$ cat config.mk
export PLATFORM = sky130hd
export DESIGN_NAME = ps_fetch_queue
export DESIGN_NICKNAME = d
export VERILOG_FILES = /design/src/rtl/ps_fetch_queue.sv
export SDC_FILE = /design/constraint.sdc
export NUM_CORES = 1
export LEC_CHECK = 0
export ABC_AREA = 1
export CORE_MARGIN = 3
export CORE_UTILIZATION = 49
export DETAILED_ROUTE_END_ITERATION = 7
export PLACE_DENSITY = 0.74
export REMOVE_ABC_BUFFERS = 1
export SLEW_MARGIN = 30
export SYNTH_ARGS = -nofsm -noshare
export SYNTH_HDL_FRONTEND = slang
export SYNTH_SLANG_ARGS = --single-unit
$ cat constraint.sdc
create_clock -name clk -period 3.05 [get_ports clk]
set_clock_uncertainty 0.1 [all_clocks]
set_input_delay 0.61 -clock clk [delete_from_list [all_inputs] [get_ports clk]]
set_output_delay 0.61 -clock clk [all_outputs]
set_load 0.1 [all_outputs]
$ cat src/rtl/ps_fetch_queue.sv
// Instruction fetch queue between program memory and the sequencer decode stage.
// Define IFQ_BYPASS_EN to forward a PM return straight to decode when the queue is empty.
module ps_fetch_queue #(
  parameter int unsigned DEPTH  = 4,
  parameter int unsigned AW     = 16,
  parameter int unsigned DW     = 32,
  parameter int unsigned PM_LAT = 1
) (
  input  logic                     clk,
  input  logic                     rst,
  input  logic                     ps_pm_cslt,
  input  logic [AW-1:0]            ps_pm_add,
  input  logic                     ps_ifq_flush,
  input  logic                     stallb,
  input  logic [DW-1:0]            pm_ifq_op,
  output logic                     ifq_pm_cslt,
  output logic [AW-1:0]            ifq_pm_add,
  output logic                     ifq_ps_rdy,
  output logic [DW-1:0]            ifq_ps_op,
  output logic [AW-1:0]            ifq_ps_add,
  output logic                     ifq_ps_vld,
  output logic [$clog2(DEPTH):0]   ifq_ps_lvl
);

  localparam int unsigned PW = $clog2(DEPTH);
  localparam int unsigned LW = PW + 1;
  localparam int unsigned CW = $clog2(DEPTH + PM_LAT + 1) + 1;

  logic [PW-1:0]     wr_ptr_q, wr_ptr_d;
  logic [PW-1:0]     rd_ptr_q, rd_ptr_d;
  logic [LW-1:0]     cnt_q, cnt_d;
  logic [PM_LAT-1:0] pipe_vld_q, pipe_vld_d;
  logic [AW-1:0]     pipe_add_q [PM_LAT];
  logic [AW-1:0]     pipe_add_d [PM_LAT];
  logic [DW-1:0]     mem_op_q   [DEPTH];
  logic [AW-1:0]     mem_add_q  [DEPTH];

  logic [CW-1:0] cred;
  logic          accept;
  logic          pop;
  logic          fifo_vld;
  logic          fifo_pop;
  logic          push;
  logic          wr_en;
  logic          tail_vld;
  logic [AW-1:0] tail_add;
  logic          bypass;

  assign tail_vld = pipe_vld_q[PM_LAT-1];
  assign tail_add = pipe_add_q[PM_LAT-1];
  assign fifo_vld = (cnt_q != '0);

`ifdef IFQ_BYPASS_EN
  // Returns belonging to a stream being flushed must never reach decode.
  assign bypass = !fifo_vld && tail_vld && !ps_ifq_flush;
`else
  assign bypass = 1'b0;
`endif

  // Credit covers both stored entries and reads still in flight in PM.
  always_comb begin
    cred = CW'(cnt_q);
    for (int i = 0; i < PM_LAT; i++) begin
      cred = cred + CW'(pipe_vld_q[i]);
    end
  end

  always_comb begin
    ifq_ps_vld = fifo_vld;
    ifq_ps_op  = '0;
    ifq_ps_add = '0;
    if (fifo_vld) begin
      ifq_ps_op  = mem_op_q[rd_ptr_q];
      ifq_ps_add = mem_add_q[rd_ptr_q];
    end else if (bypass) begin
      ifq_ps_vld = 1'b1;
      ifq_ps_op  = pm_ifq_op;
      ifq_ps_add = tail_add;
    end
  end

  assign pop         = ifq_ps_vld & stallb;
  assign fifo_pop    = fifo_vld & stallb;
  // A bypassed return consumed by decode is not stored.
  assign push        = tail_vld & ~(bypass & stallb);
  assign wr_en       = push & ~ps_ifq_flush;
  assign ifq_ps_rdy  = (cred < CW'(DEPTH)) | pop;
  assign accept      = ps_pm_cslt & ifq_ps_rdy;
  assign ifq_pm_cslt = accept;
  assign ifq_pm_add  = ps_pm_add;
  assign ifq_ps_lvl  = cnt_q;

  always_comb begin
    wr_ptr_d      = wr_ptr_q;
    rd_ptr_d      = rd_ptr_q;
    cnt_d         = cnt_q;
    pipe_vld_d    = '0;
    pipe_vld_d[0] = accept;
    pipe_add_d[0] = ps_pm_add;
    // The request accepted in a flush cycle belongs to the new stream, so only older stages drop.
    for (int i = 1; i < PM_LAT; i++) begin
      pipe_vld_d[i] = pipe_vld_q[i-1] & ~ps_ifq_flush;
      pipe_add_d[i] = pipe_add_q[i-1];
    end
    if (ps_ifq_flush) begin
      wr_ptr_d = '0;
      rd_ptr_d = '0;
      cnt_d    = '0;
    end else begin
      if (push) begin
        wr_ptr_d = wr_ptr_q + PW'(1);
      end
      if (fifo_pop) begin
        rd_ptr_d = rd_ptr_q + PW'(1);
      end
      unique case ({push, fifo_pop})
        2'b10:   cnt_d = cnt_q + LW'(1);
        2'b01:   cnt_d = cnt_q - LW'(1);
        default: cnt_d = cnt_q;
      endcase
    end
  end

  always_ff @(posedge clk or negedge rst) begin
    if (!rst) begin
      wr_ptr_q   <= '0;
      rd_ptr_q   <= '0;
      cnt_q      <= '0;
      pipe_vld_q <= '0;
      for (int i = 0; i < PM_LAT; i++) begin
        pipe_add_q[i] <= '0;
      end
    end else begin
      wr_ptr_q   <= wr_ptr_d;
      rd_ptr_q   <= rd_ptr_d;
      cnt_q      <= cnt_d;
      pipe_vld_q <= pipe_vld_d;
      for (int i = 0; i < PM_LAT; i++) begin
        pipe_add_q[i] <= pipe_add_d[i];
      end
    end
  end

  // Storage needs no reset: occupancy alone qualifies every read.
  always_ff @(posedge clk) begin
    if (wr_en) begin
      mem_op_q[wr_ptr_q]  <= pm_ifq_op;
      mem_add_q[wr_ptr_q] <= tail_add;
    end
  end

  // Credit accounting must make a push into a full queue without a pop unreachable.
  assert property (@(posedge clk) disable iff (!rst)
    !(wr_en && !fifo_pop && (cnt_q == LW'(DEPTH))));

endmodule
==> metrics.cfg, run 1 <==
[clock_tree]
worst_skew_pair.late_latency_ns = 0.48
cts_tree = yes
numCtsBuffers = 21
clock_tree.buffer_depth = 3
root_buffer = sky130_fd_sc_hd__clkbuf_16
htree_levels = 1
numClockSinks = 216
clk_pin_slew_ns = 0.06
post-cts-setup-buffers = 0

[outcome]
outcome = completed

[yosys]
synth_edf_count = 192
postSynth.asyncResetShare_pct = 11.11
seq_area_frac_synth_pct = 74.68
post_synth_num_cell_types = 27
mappedNetlistArea_um2 = 8524
avgSynthCellArea_um2 = 12.72
yosysWarnings = 0
synthesis.instances = 670
ys_ff_latch = 216
synthFlopType = sky130_fd_sc_hd__edfxtp_1

[placed_design]
dp_slack_ns = 0.3812
io_buffers = 122
place.detailed.instances = 977
last_weighted_congestion_value_of_the_routability_driven_placer = 0.7887
dpl-instance-area_um2 = 10330
dp.final_hpwl_mm = 11.11

[global_route]
grt_max_degree = 98
grt_antenna_before_repair = 0
grt_pass1_wl_mm = 28.35
gr-total-overflow = 0
grt_pass1_vias = 5377
track_usage_pct = 19.21

[layout]
layout_commonest_cell = sky130_fd_sc_hd__nor2_1
postLayoutCoreUtil_pct = 65.33
ratio_of_cells_with_drive_above_1_in_the_final_layout_pct = 16.37
multi_input_comb_area_um2 = 1762
instances_no_fill = 1014
nets = 838
seq_area_um2 = 6371
finish.instance_area_um2 = 10990
fillCellCount = 1206
count_of_inserted_antenna_diode_cells = 0
layout.cells.most_common_list = 199 x sky130_fd_sc_hd__nor2_1, 192 x sky130_fd_sc_hd__edfxtp_1, 69 x sky130_fd_sc_hd__o21ai_0, 53 x sky130_fd_sc_hd__buf_12, 52 x sky130_fd_sc_hd__clkdlybuf4s50_1
flow.area_growth_from_synthesis_pct = 28.90

[route]
route.vias.total = 5484
drt_drc_violations_left = 0
final_antenna_violating_net_count = 0
firstDrtPassIters = 5
vias_per_cell = 5.408
drt_first_iter_violations = 408
drt-total-wl_mm = 18.17
wl_per_cell_um = 17.92

[sta]
slew_at_the_pin_with_the_worst_max_slew_slack_ns = 0.7472
hold_viol = 0
timing.final.setup_violations = 0
maxClockFrequency_mhz = 335.9
drv_slew = 0
grt_setup_unrepaired = false
holdWs_ns = 0.3878
setup_slack_ns = 0.07260
fin_setup_tns_ns = 0
period_share_pct = 97.62
worst_slew_margin_rel_pct = 50.03
min_period_ns = 2.977

[floorplanning]
placeableCoreArea_um2 = 16820
die_area_um2 = 19020
floorplan.die.height_um = 137.9
initial_utilization_pct = 50.68
core.rowCount = 47
design.portCount = 123
die_width_um = 137.9

[critical_path]
critPathCaptureType = output port
critPathLaunch = rd_ptr_q[0]$_DFFE_PN0P_
timing_worst_setup_path_type = reg2out
worstSetupPathDepth = 5
critical_path_required_ns = 2.34
cp-start-kind = flop
setup.worst_path.end = ifq_ps_op[6]
rr_endpoint = ifq_ps_lvl[2]$_DFFE_PN0P_
worst_r2r_startpoint = ifq_ps_lvl[2]$_DFFE_PN0P_
critical_path.slowest_cell = sky130_fd_sc_hd__dfrtp_4
crit_buf_inv = 3
worst-endpoint-arrival_ns = 2.27
critical-path-max-stage-delay_ns = 0.52
worstPathCellList = inv_6 > buf_4 > o21ai_0 > a21oi_1 > buf_12
critPathTopFamily = buffers and inverters
worst_reg_to_reg_setup_slack_ns = 0.98
crit_fanout = 41
worst-r2r-cell-count = 10

[worst_hold_path]
timing.hold.worst_path_depth = 0
class_of_the_worst_hold_path = reg2reg

[power]
power-per-cell-area_nw_per_um2 = 1083
power.total_mw = 11.90
p_leak_nw = 3.952
clkPwrFrac_pct = 20.3
intPower_mw = 6.564
p_sw_share_pct = 44.86
power.share.combinational_pct = 50.7
ir_worst_vdd_mv = 1.031
power.net_switching_mw = 5.341
power.share.sequential_pct = 29.0

[flow_run]
drv.max_cap_violation_count = 0

-- Yosys cell counts (all sizes together) (3+ instances only) --
master | count | area share, %
a21oi | 49 | 2.9
nor2 | 204 | 9.1
ha | 4 | 0.59
o21ai | 98 | 5.8
nand2 | 17 | 0.84
nand4 | 3 | 0.22
buf | 41 | 3.8
nand3 | 5 | 0.29
edfxtp | 192 | 68
clkbuf | 12 | 0.54
inv | 15 | 0.69
dfrtp | 24 | 7.0
-- how the worst min path moves through the flow --
| stage | slack (ns) | startpoint | to |
|---|---|---|---|
| finish | 0.39 | pipe_add_q[5]$_DFF_PN0_ | mem_add_q[2][5]$_DFFE_PP_ |
| global route | 0.42 | pipe_add_q[11]$_DFF_PN0_ | mem_add_q[0][11]$_DFFE_PP_ |
| CTS | 0.39 | pipe_add_q[5]$_DFF_PN0_ | mem_add_q[2][5]$_DFFE_PP_ |
| detailed placement | 0.37 | pipe_add_q[3]$_DFF_PN0_ | mem_add_q[0][3]$_DFFE_PP_ |
| global placement | 0.36 | pipe_add_q[12]$_DFF_PN0_ | mem_add_q[3][12]$_DFFE_PP_ |
| floorplan | 0.21 | rst | ifq_ps_lvl[0]$_DFFE_PN0P_ |
-- cells by family after synthesis --
logic type                 count (synthesis)  synth area share, %
xor gates and xnor gates                   2               0.2055
DFF                                      216                74.68
and+or+nand+nor                          230                10.48
buffers and inverters                     68                5.005
adders and majority gates                  5               0.8220
AOI/OAI and AO/OA                        149                8.807
-- worst reg2reg max path, stage by stage (launching register included) --
cell and delay, ns:
sky130_fd_sc_hd__dfrtp_1 0.49, sky130_fd_sc_hd__nor2_4 0.18, sky130_fd_sc_hd__nand2_4 0.09, sky130_fd_sc_hd__nand3_1 0.16
sky130_fd_sc_hd__inv_1 0.08, sky130_fd_sc_hd__fa_1 0.42, sky130_fd_sc_hd__xor2_1 0.19, sky130_fd_sc_hd__nand3_1 0.11
sky130_fd_sc_hd__nand2_1 0.05, sky130_fd_sc_hd__nand2_1 0.05, sky130_fd_sc_hd__nand2_1 0.05
-- final cells by class --
| type | instances | area share (%) |
|---|---|---|
| clock buffers | 32 | 5.614 |
| repair buffers | 140 | 16.97 |
| flip-flops and latches | 216 | 57.98 |
| multi-input cells | 386 | 16.03 |
| inverters | 15 | 0.5807 |
| well taps | 220 | 2.505 |
| clock inverters | 5 | 0.3188 |
-- power by group through the flow --
stage	clock network, mW	logic, mW	registers [mW]
global route	2.56	6.28	3.46
finish	2.41	6.04	3.45
detailed placement	0	6.06	3.51
CTS	2.45	6.08	3.45
floorplan	0	3.53	3.69
global placement	0	6.00	3.50
-- timing repair --
| action | CTS | global route |
|---|---|---|
| setup endpoints to repair | 0 | 15 |
| hold buffers | 0 | 0 |
| gates resized for setup | 0 | 2 |
-- metal layers --
layer	part of all wire, %	global-route usage (%)
met1	41	26.40
met2	49	31.51
met3	8.1	3.846
met4	1.9	5.598
met5	0	0
-- sequential cells by signal, summed over array words and instances, names as in the netlist --
register / cells
pipe_vld_q: 1
ifq_ps_lvl: 3
rd_ptr_q: 2
mem_op_q: 128
pipe_add_q: 16
wr_ptr_q: 2
mem_add_q: 64
No activity file was read; power rests on OpenSTA's default activity.
==> run 2: changes to the inputs <==
ABC_AREA = 0   (was 1)
==> metrics.cfg, run 2 <==
[outcome]
outcome = completed  ; unchanged

[route]
vias_per_cell = 5.406  ; was 5.408
drt_drc_violations_left = 0  ; unchanged
final_antenna_violating_net_count = 0  ; unchanged
route.vias.total = 4065  ; was 5,484
drt-total-wl_mm = 15.03  ; was 18.17 mm
firstDrtPassIters = 4  ; was 5
wl_per_cell_um = 19.99  ; was 17.92 µm
drt_first_iter_violations = 279  ; was 408

[placed_design]
io_buffers = 122  ; unchanged
last_weighted_congestion_value_of_the_routability_driven_placer = 0.7382  ; was 0.7887
dp.final_hpwl_mm = 9.058  ; was 11.11 mm
dp_slack_ns = 0.2900  ; was 0.3812 ns

[floorplanning]
die_area_um2 = 18640  ; was 19,020 µm²
initial_utilization_pct = 50.16  ; was 50.68%
design.portCount = 123  ; unchanged
floorplan.die.height_um = 136.5  ; was 137.9 µm
placeableCoreArea_um2 = 16640  ; was 16,820 µm²
die_width_um = 136.5  ; was 137.9 µm
core.rowCount = 47  ; unchanged

[sta]
min_period_ns = 2.854  ; was 2.977 ns
timing.final.setup_violations = 0  ; unchanged
holdWs_ns = 0.3990  ; was 0.3878 ns
period_share_pct = 93.56  ; was 97.62%
grt_setup_unrepaired = false  ; unchanged
maxClockFrequency_mhz = 350.4  ; was 335.9 MHz
worst_slew_margin_rel_pct = 49.57  ; was 50.03%
slew_at_the_pin_with_the_worst_max_slew_slack_ns = 0.7541  ; was 0.7472 ns
setup_slack_ns = 0.1964  ; was 0.07260 ns
fin_setup_tns_ns = 0  ; unchanged
hold_viol = 0  ; unchanged
drv_slew = 0  ; unchanged

[clock_tree]
root_buffer = sky130_fd_sc_hd__clkbuf_16  ; unchanged
cts_tree = yes  ; unchanged
cts_hold_repair.buffers = 0  ; unchanged
numClockSinks = 216  ; unchanged
htree_levels = 1  ; unchanged
clock_tree.buffer_depth = 3  ; unchanged
clk_pin_slew_ns = 0.06  ; about the same
numCtsBuffers = 22  ; was 21
worst_skew_pair.late_latency_ns = 0.49  ; was 0.48 ns

[yosys]
main_combinational_cell_family_by_area_after_synthesis = multiplexers  ; was simple AND/OR/NAND/NOR gates
yosysWarnings = 0  ; unchanged
post_synth_xor_area_fraction_pct = 0.5246  ; was 0.2055%
yosys-top-cells-count = 192 x sky130_fd_sc_hd__edfxtp_1, 53 x sky130_fd_sc_hd__and2_1, 48 x sky130_fd_sc_hd__mux4_2  ; was 203 x sky130_fd_sc_hd__nor2_1, 192 x sky130_fd_sc_hd__edfxtp_1, 69 x sky130_fd_sc_hd__o21ai_0
post_synth_num_cell_types = 28  ; was 27
synthFlopType = sky130_fd_sc_hd__edfxtp_1  ; unchanged
synth_edf_count = 192  ; unchanged
synthesis.instances = 390  ; was 670
synth_top_cell_area_share_pct = 69.06  ; was 67.64%
synth_compound_gate_area_share_pct = 0.7944  ; was 8.807%
ys_ff_latch = 216  ; unchanged
synth-simple-area-share_pct = 4.916  ; was 10.48%
seq_area_frac_synth_pct = 76.26  ; was 74.68%
synth_fa_ha_area_share_pct = 0.8393  ; was 0.8220%
largest_area_contributor_in_the_netlist = sky130_fd_sc_hd__edfxtp_1  ; unchanged
synth.most_common_cell = sky130_fd_sc_hd__edfxtp_1  ; was sky130_fd_sc_hd__nor2_1
post_synth_mux_area_share_pct = 13.07  ; was 0%
mappedNetlistArea_um2 = 8348  ; was 8524 µm²
avgSynthCellArea_um2 = 21.41  ; was 12.72 µm²
postSynth.asyncResetShare_pct = 11.11  ; unchanged
synthTopCellsByArea = sky130_fd_sc_hd__edfxtp_1 69%, sky130_fd_sc_hd__mux4_2 13%, sky130_fd_sc_hd__dfrtp_1 7.2%  ; was sky130_fd_sc_hd__edfxtp_1 68%, sky130_fd_sc_hd__nor2_1 8.9%, sky130_fd_sc_hd__dfrtp_1 7.0%

[critical_path]
cp-start-kind = flop  ; unchanged
rr_endpoint = ifq_ps_lvl[2]$_DFFE_PN0P_  ; unchanged
critical_path.slowest_cell = sky130_fd_sc_hd__dfrtp_1  ; was sky130_fd_sc_hd__dfrtp_4
worst-r2r-cell-count = 6  ; was 10
worst_reg_to_reg_setup_slack_ns = 0.76  ; was 0.98 ns
setup.worst_path.end = ifq_ps_op[16]  ; was ifq_ps_op[6]
critical_path_required_ns = 2.34  ; about the same
worstPathCellList = nor3_1 > clkinv_1 > buf_6 > and2_1 > buf_12  ; was inv_6 > buf_4 > o21ai_0 > a21oi_1 > buf_12
critPathLaunch = ifq_ps_lvl[0]$_DFFE_PN0P_  ; was rd_ptr_q[0]$_DFFE_PN0P_
critPathCaptureType = output port  ; unchanged
critical-path-max-stage-delay_ns = 0.48  ; was 0.52 ns
timing_worst_setup_path_type = reg2out  ; unchanged
crit_fanout = 49  ; was 41
worst_r2r_startpoint = ifq_ps_lvl[1]$_DFFE_PN0P_  ; was ifq_ps_lvl[2]$_DFFE_PN0P_
worst-endpoint-arrival_ns = 2.14  ; was 2.27 ns

[worst_hold_path]
hold_start = pipe_add_q[3]$_DFF_PN0_  ; was pipe_add_q[5]$_DFF_PN0_
class_of_the_worst_hold_path = reg2reg  ; unchanged

[layout]
layout_commonest_cell = sky130_fd_sc_hd__edfxtp_1  ; was sky130_fd_sc_hd__nor2_1
count_of_inserted_antenna_diode_cells = 0  ; unchanged
max_flop_register = mem_op_q  ; unchanged
nets = 574  ; was 838
registers_with_the_highest_flip_flop_counts = mem_op_q: 128 flops, mem_add_q: 64 flops, pipe_add_q: 16 flops  ; unchanged
ratio_of_cells_with_drive_above_1_in_the_final_layout_pct = 31.39  ; was 16.37%
layout.cells.most_common_list = 192 x sky130_fd_sc_hd__edfxtp_1, 56 x sky130_fd_sc_hd__buf_12, 52 x sky130_fd_sc_hd__clkdlybuf4s50_1, 49 x sky130_fd_sc_hd__and2_1, 48 x sky130_fd_sc_hd__mux4_2  ; was 199 x sky130_fd_sc_hd__nor2_1, 192 x sky130_fd_sc_hd__edfxtp_1, 69 x sky130_fd_sc_hd__o21ai_0, 53 x sky130_fd_sc_hd__buf_12, 52 x sky130_fd_sc_hd__clkdlybuf4s50_1
flow.area_growth_from_synthesis_pct = 30.19  ; was 28.90%
largest_register_ff_count = 128  ; unchanged

[global_route]
grt_pass1_vias = 4452  ; was 5,377
grt_antenna_before_repair = 1  ; was 0
grt_pass1_wl_mm = 24.16  ; was 28.35 mm
grt_max_degree = 50  ; was 98
gr-total-overflow = 0  ; unchanged
track_usage_pct = 16.78  ; was 19.21%

[flow_run]
drv.max_cap_violation_count = 0  ; unchanged

run 2: layout make-up:
type / instances / area [µm²]
flip-flops and latches: 216 / 6371
fillers: 1096 / 5774
repair buffers: 137 / 1863
multi-input cells: 136 / 1687
clock buffers: 39 / 655.6
well taps: 220 / 275.3
inverters: 3 / 11.26
clock inverters: 1 / 5.005
run 2: per-layer routing:
layer / share of wire, % / vias up / track usage, %
met5: 0.11 / - / 0
met4: 1.1 / 2 / 3.527
met2: 51 / 159 / 28.48
li1: - / 1794 / -
met3: 6.0 / 24 / 3.272
met1: 42 / 2086 / 22.96
run 2: what timing repair did:
item	CTS	global route
gates cloned	0	0
setup endpoints to repair	2	21
buffers inserted	2	0
resized for setup	0	1
run 2: kinds of logic (layout without fill, tap and decap cells):
group                      after synthesis  count (layout)
DFF                                    216             216
and+or+nand+nor                         69              69
muxes                                   49              49
buffers and inverters                   38             180
AOI/OAI and AO/OA                        8               8
adders and majority gates                5               5
xor gates and xnor gates                 5               5
run 2: critical path: cells and delay by family (launching register included):
kind / cells / cell delay [ns]
and+or+nand+nor: 2 / 0.55
buffers and inverters: 3 / 0.60
DFF: 1 / 0.48
run 2: worst min path at each step:
stage / to / slack, ns / cells after the start
finish: mem_add_q[2][3]$_DFFE_PP_ / 0.40 / 0
global route: mem_add_q[2][8]$_DFFE_PP_ / 0.41 / 0
CTS: mem_add_q[1][15]$_DFFE_PP_ / 0.39 / 0
detailed placement: mem_add_q[2][5]$_DFFE_PP_ / 0.38 / 0
global placement: mem_add_q[2][2]$_DFFE_PP_ / 0.36 / 0
floorplan: ifq_ps_lvl[0]$_DFFE_PN0P_ / 0.21 / 0
run 2: per-stage QoR:
step                      instance area [µm²]  utilization (%)  cells
after floorplan                          8059                -    355
after global placement                  10190            61.22    710
after detailed placement                10190            61.22    710
after CTS                               10860            65.28    752
after global routing                    10870            65.30    752
final                                   10870            65.30    752
Power of run 2 is not shown: default switching activity piles up to over one toggle a cycle in this logic, so the estimate is an artifact.
==> run 3: changes to the inputs <==
CORE_MARGIN = 2   (was 3)
==> metrics.cfg, run 3 (synthesis results as in run 2) <==
[route]
drt_drc_violations_left = 0  ; unchanged
route.vias.total = 4056  ; was 4,065
wl_per_cell_um = 20.45  ; was 19.99 µm
firstDrtPassIters = 4  ; unchanged
final_antenna_violating_net_count = 0  ; unchanged
drt-total-wl_mm = 15.38  ; was 15.03 mm
drt_first_iter_violations = 213  ; was 279
vias_per_cell = 5.394  ; was 5.406

[floorplanning]
die_area_um2 = 18100  ; was 18,640 µm²
design.portCount = 123  ; unchanged
initial_utilization_pct = 50.16  ; unchanged
floorplan.die.height_um = 134.5  ; was 136.5 µm
die_width_um = 134.5  ; was 136.5 µm
core.rowCount = 47  ; unchanged
placeableCoreArea_um2 = 16640  ; unchanged

[critical_path]
worst_r2r_startpoint = ifq_ps_lvl[1]$_DFFE_PN0P_  ; unchanged
critPathLaunch = rd_ptr_q[0]$_DFFE_PN0P_  ; was ifq_ps_lvl[0]$_DFFE_PN0P_
critical_path.slowest_cell = sky130_fd_sc_hd__mux4_2  ; was sky130_fd_sc_hd__dfrtp_1
critical-path-max-stage-delay_ns = 0.51  ; was 0.48 ns
crit_buf_inv = 2  ; was 3
worst-endpoint-arrival_ns = 2.11  ; was 2.14 ns
crit_fanout = 19  ; was 49
critical_path_required_ns = 2.34  ; about the same
critPathCaptureType = output port  ; unchanged
worstPathCellList = buf_12 > mux4_2 > and2_1 > buf_12  ; was nor3_1 > clkinv_1 > buf_6 > and2_1 > buf_12
critical-path-top-cell-by-count = sky130_fd_sc_hd__buf_12
worst_reg_to_reg_setup_slack_ns = 0.76  ; about the same
critPathTopFamily = multiplexers  ; was buffers and inverters
timing_worst_setup_path_type = reg2out  ; unchanged
cp-start-kind = flop  ; unchanged

[global_route]
grt_antenna_before_repair = 0  ; was 1
grt_pass1_wl_mm = 23.83  ; was 24.16 mm
track_usage_pct = 17.32  ; was 16.78%
gr-total-overflow = 0  ; unchanged
grt_pass1_vias = 4337  ; was 4,452
grt_max_degree = 50  ; unchanged

[sta]
maxClockFrequency_mhz = 355.0  ; was 350.4 MHz
timing.final.setup_violations = 0  ; unchanged
worst_slew_margin_rel_pct = 65.73  ; was 49.57%
drv_slew = 0  ; unchanged
slew_at_the_pin_with_the_worst_max_slew_slack_ns = 0.5140  ; was 0.7541 ns
period_share_pct = 92.36  ; was 93.56%
hold_viol = 0  ; unchanged
grt_setup_unrepaired = false  ; unchanged
min_period_ns = 2.817  ; was 2.854 ns

[clock_tree]
htree_levels = 1  ; unchanged
clock_tree.buffer_depth = 3  ; unchanged
numClockSinks = 216  ; unchanged
cts_tree = yes  ; unchanged
post-cts-setup-buffers = 2  ; unchanged
root_buffer = sky130_fd_sc_hd__clkbuf_16  ; unchanged
numCtsBuffers = 21  ; was 22
cts_hold_repair.buffers = 0  ; unchanged
worst_skew_pair.late_latency_ns = 0.49  ; about the same
clk_pin_slew_ns = 0.06  ; about the same
cts_resized = 0  ; unchanged

[layout]
max_flop_register = mem_op_q  ; unchanged
layout_commonest_cell = sky130_fd_sc_hd__edfxtp_1  ; unchanged
count_of_inserted_antenna_diode_cells = 0  ; unchanged
largest_register_ff_count = 128  ; unchanged
ratio_of_cells_with_drive_above_1_in_the_final_layout_pct = 31.77  ; was 31.39%
instances_no_fill = 752  ; unchanged
nets = 575  ; was 574
flow.area_growth_from_synthesis_pct = 30.29  ; was 30.19%
layout.cells.most_common_list = 192 x sky130_fd_sc_hd__edfxtp_1, 58 x sky130_fd_sc_hd__buf_12, 52 x sky130_fd_sc_hd__clkdlybuf4s50_1, 49 x sky130_fd_sc_hd__and2_1, 48 x sky130_fd_sc_hd__mux4_2  ; was 192 x sky130_fd_sc_hd__edfxtp_1, 56 x sky130_fd_sc_hd__buf_12, 52 x sky130_fd_sc_hd__clkdlybuf4s50_1, 49 x sky130_fd_sc_hd__and2_1, 48 x sky130_fd_sc_hd__mux4_2
registers_with_the_highest_flip_flop_counts = mem_op_q: 128 flops, mem_add_q: 64 flops, pipe_add_q: 16 flops  ; unchanged

[worst_hold_path]
class_of_the_worst_hold_path = in2async  ; was reg2reg

[placed_design]
last_weighted_congestion_value_of_the_routability_driven_placer = 0.7284  ; was 0.7382
dp.final_hpwl_mm = 9.210  ; was 9.058 mm
io_buffers = 122  ; unchanged
place.detailed.instances = 712  ; was 710

[flow_run]
drv.max_cap_violation_count = 0  ; unchanged

[outcome]
outcome = completed  ; unchanged

==> run 3: cell types whose count changed in the layout (fill, tap and decap cells not counted) <==
cell,previous run,this run
sky130_fd_sc_hd__inv_1,2,3
sky130_fd_sc_hd__bufinv_16,0,1
sky130_fd_sc_hd__clkbuf_16,23,21
sky130_fd_sc_hd__inv_6,0,1
sky130_fd_sc_hd__clkinv_1,1,4
sky130_fd_sc_hd__clkbuf_1,14,8
sky130_fd_sc_hd__buf_6,1,0
sky130_fd_sc_hd__buf_12,56,58
sky130_fd_sc_hd__buf_4,28,29
sky130_fd_sc_hd__clkinv_2,1,2
sky130_fd_sc_hd__clkbuf_8,2,1
==> run 3: final cells by class <==
cell class | instances | area (µm²)
clock buffers | 30 | 569.3
clock inverters | 8 | 63.81
fillers | 1086 | 5766
inverters | 3 | 11.26
multi-input cells | 136 | 1687
flip-flops and latches | 216 | 6371
well taps | 220 | 275.3
repair buffers | 139 | 1899
==> run 3: worst paths after layout <==
kind                       cells past startpoint                          to
max reg2reg                                    6   ifq_ps_lvl[2]$_DFFE_PN0P_
min in group clk                               0  mem_add_q[0][11]$_DFFE_PP_
min reg2reg                                    0  mem_add_q[0][11]$_DFFE_PP_
max in group asynchronous                      2     rd_ptr_q[0]$_DFFE_PN0P_
min                                            2     pipe_add_q[9]$_DFF_PN0_
max                                            4               ifq_ps_add[0]
==> run 3: per-layer routing <==
layer | wire length [µm] | vias to the layer above | track usage, %
met2 | 7986 | 122 | 29.90
met3 | 792 | 16 | 2.890
met4 | 159 | 0 | 3.684
met5 | 0 | - | 0
met1 | 6436 | 2129 | 23.62
li1 | - | 1789 | -
==> run 3: through the flow <==
stage	utilization [%]	setup TNS (ns)	area (µm²)	hold WS, ns	setup slack, ns
6_report	65.36	0	10880	0.3922	0.2330
5_1_grt	65.36	0	10880	0.4022	0.1570
4_1_cts	65.36	0	10880	0.3884	0.2136
3_5_place_dp	61.46	0	10230	0.3778	0.3621
3_3_place_gp	61.46	0	10230	0.3611	0.4449
2_1_floorplan	-	-42.00	8059	0.2144	-0.8735
Power of run 3 is left out for the same reason.
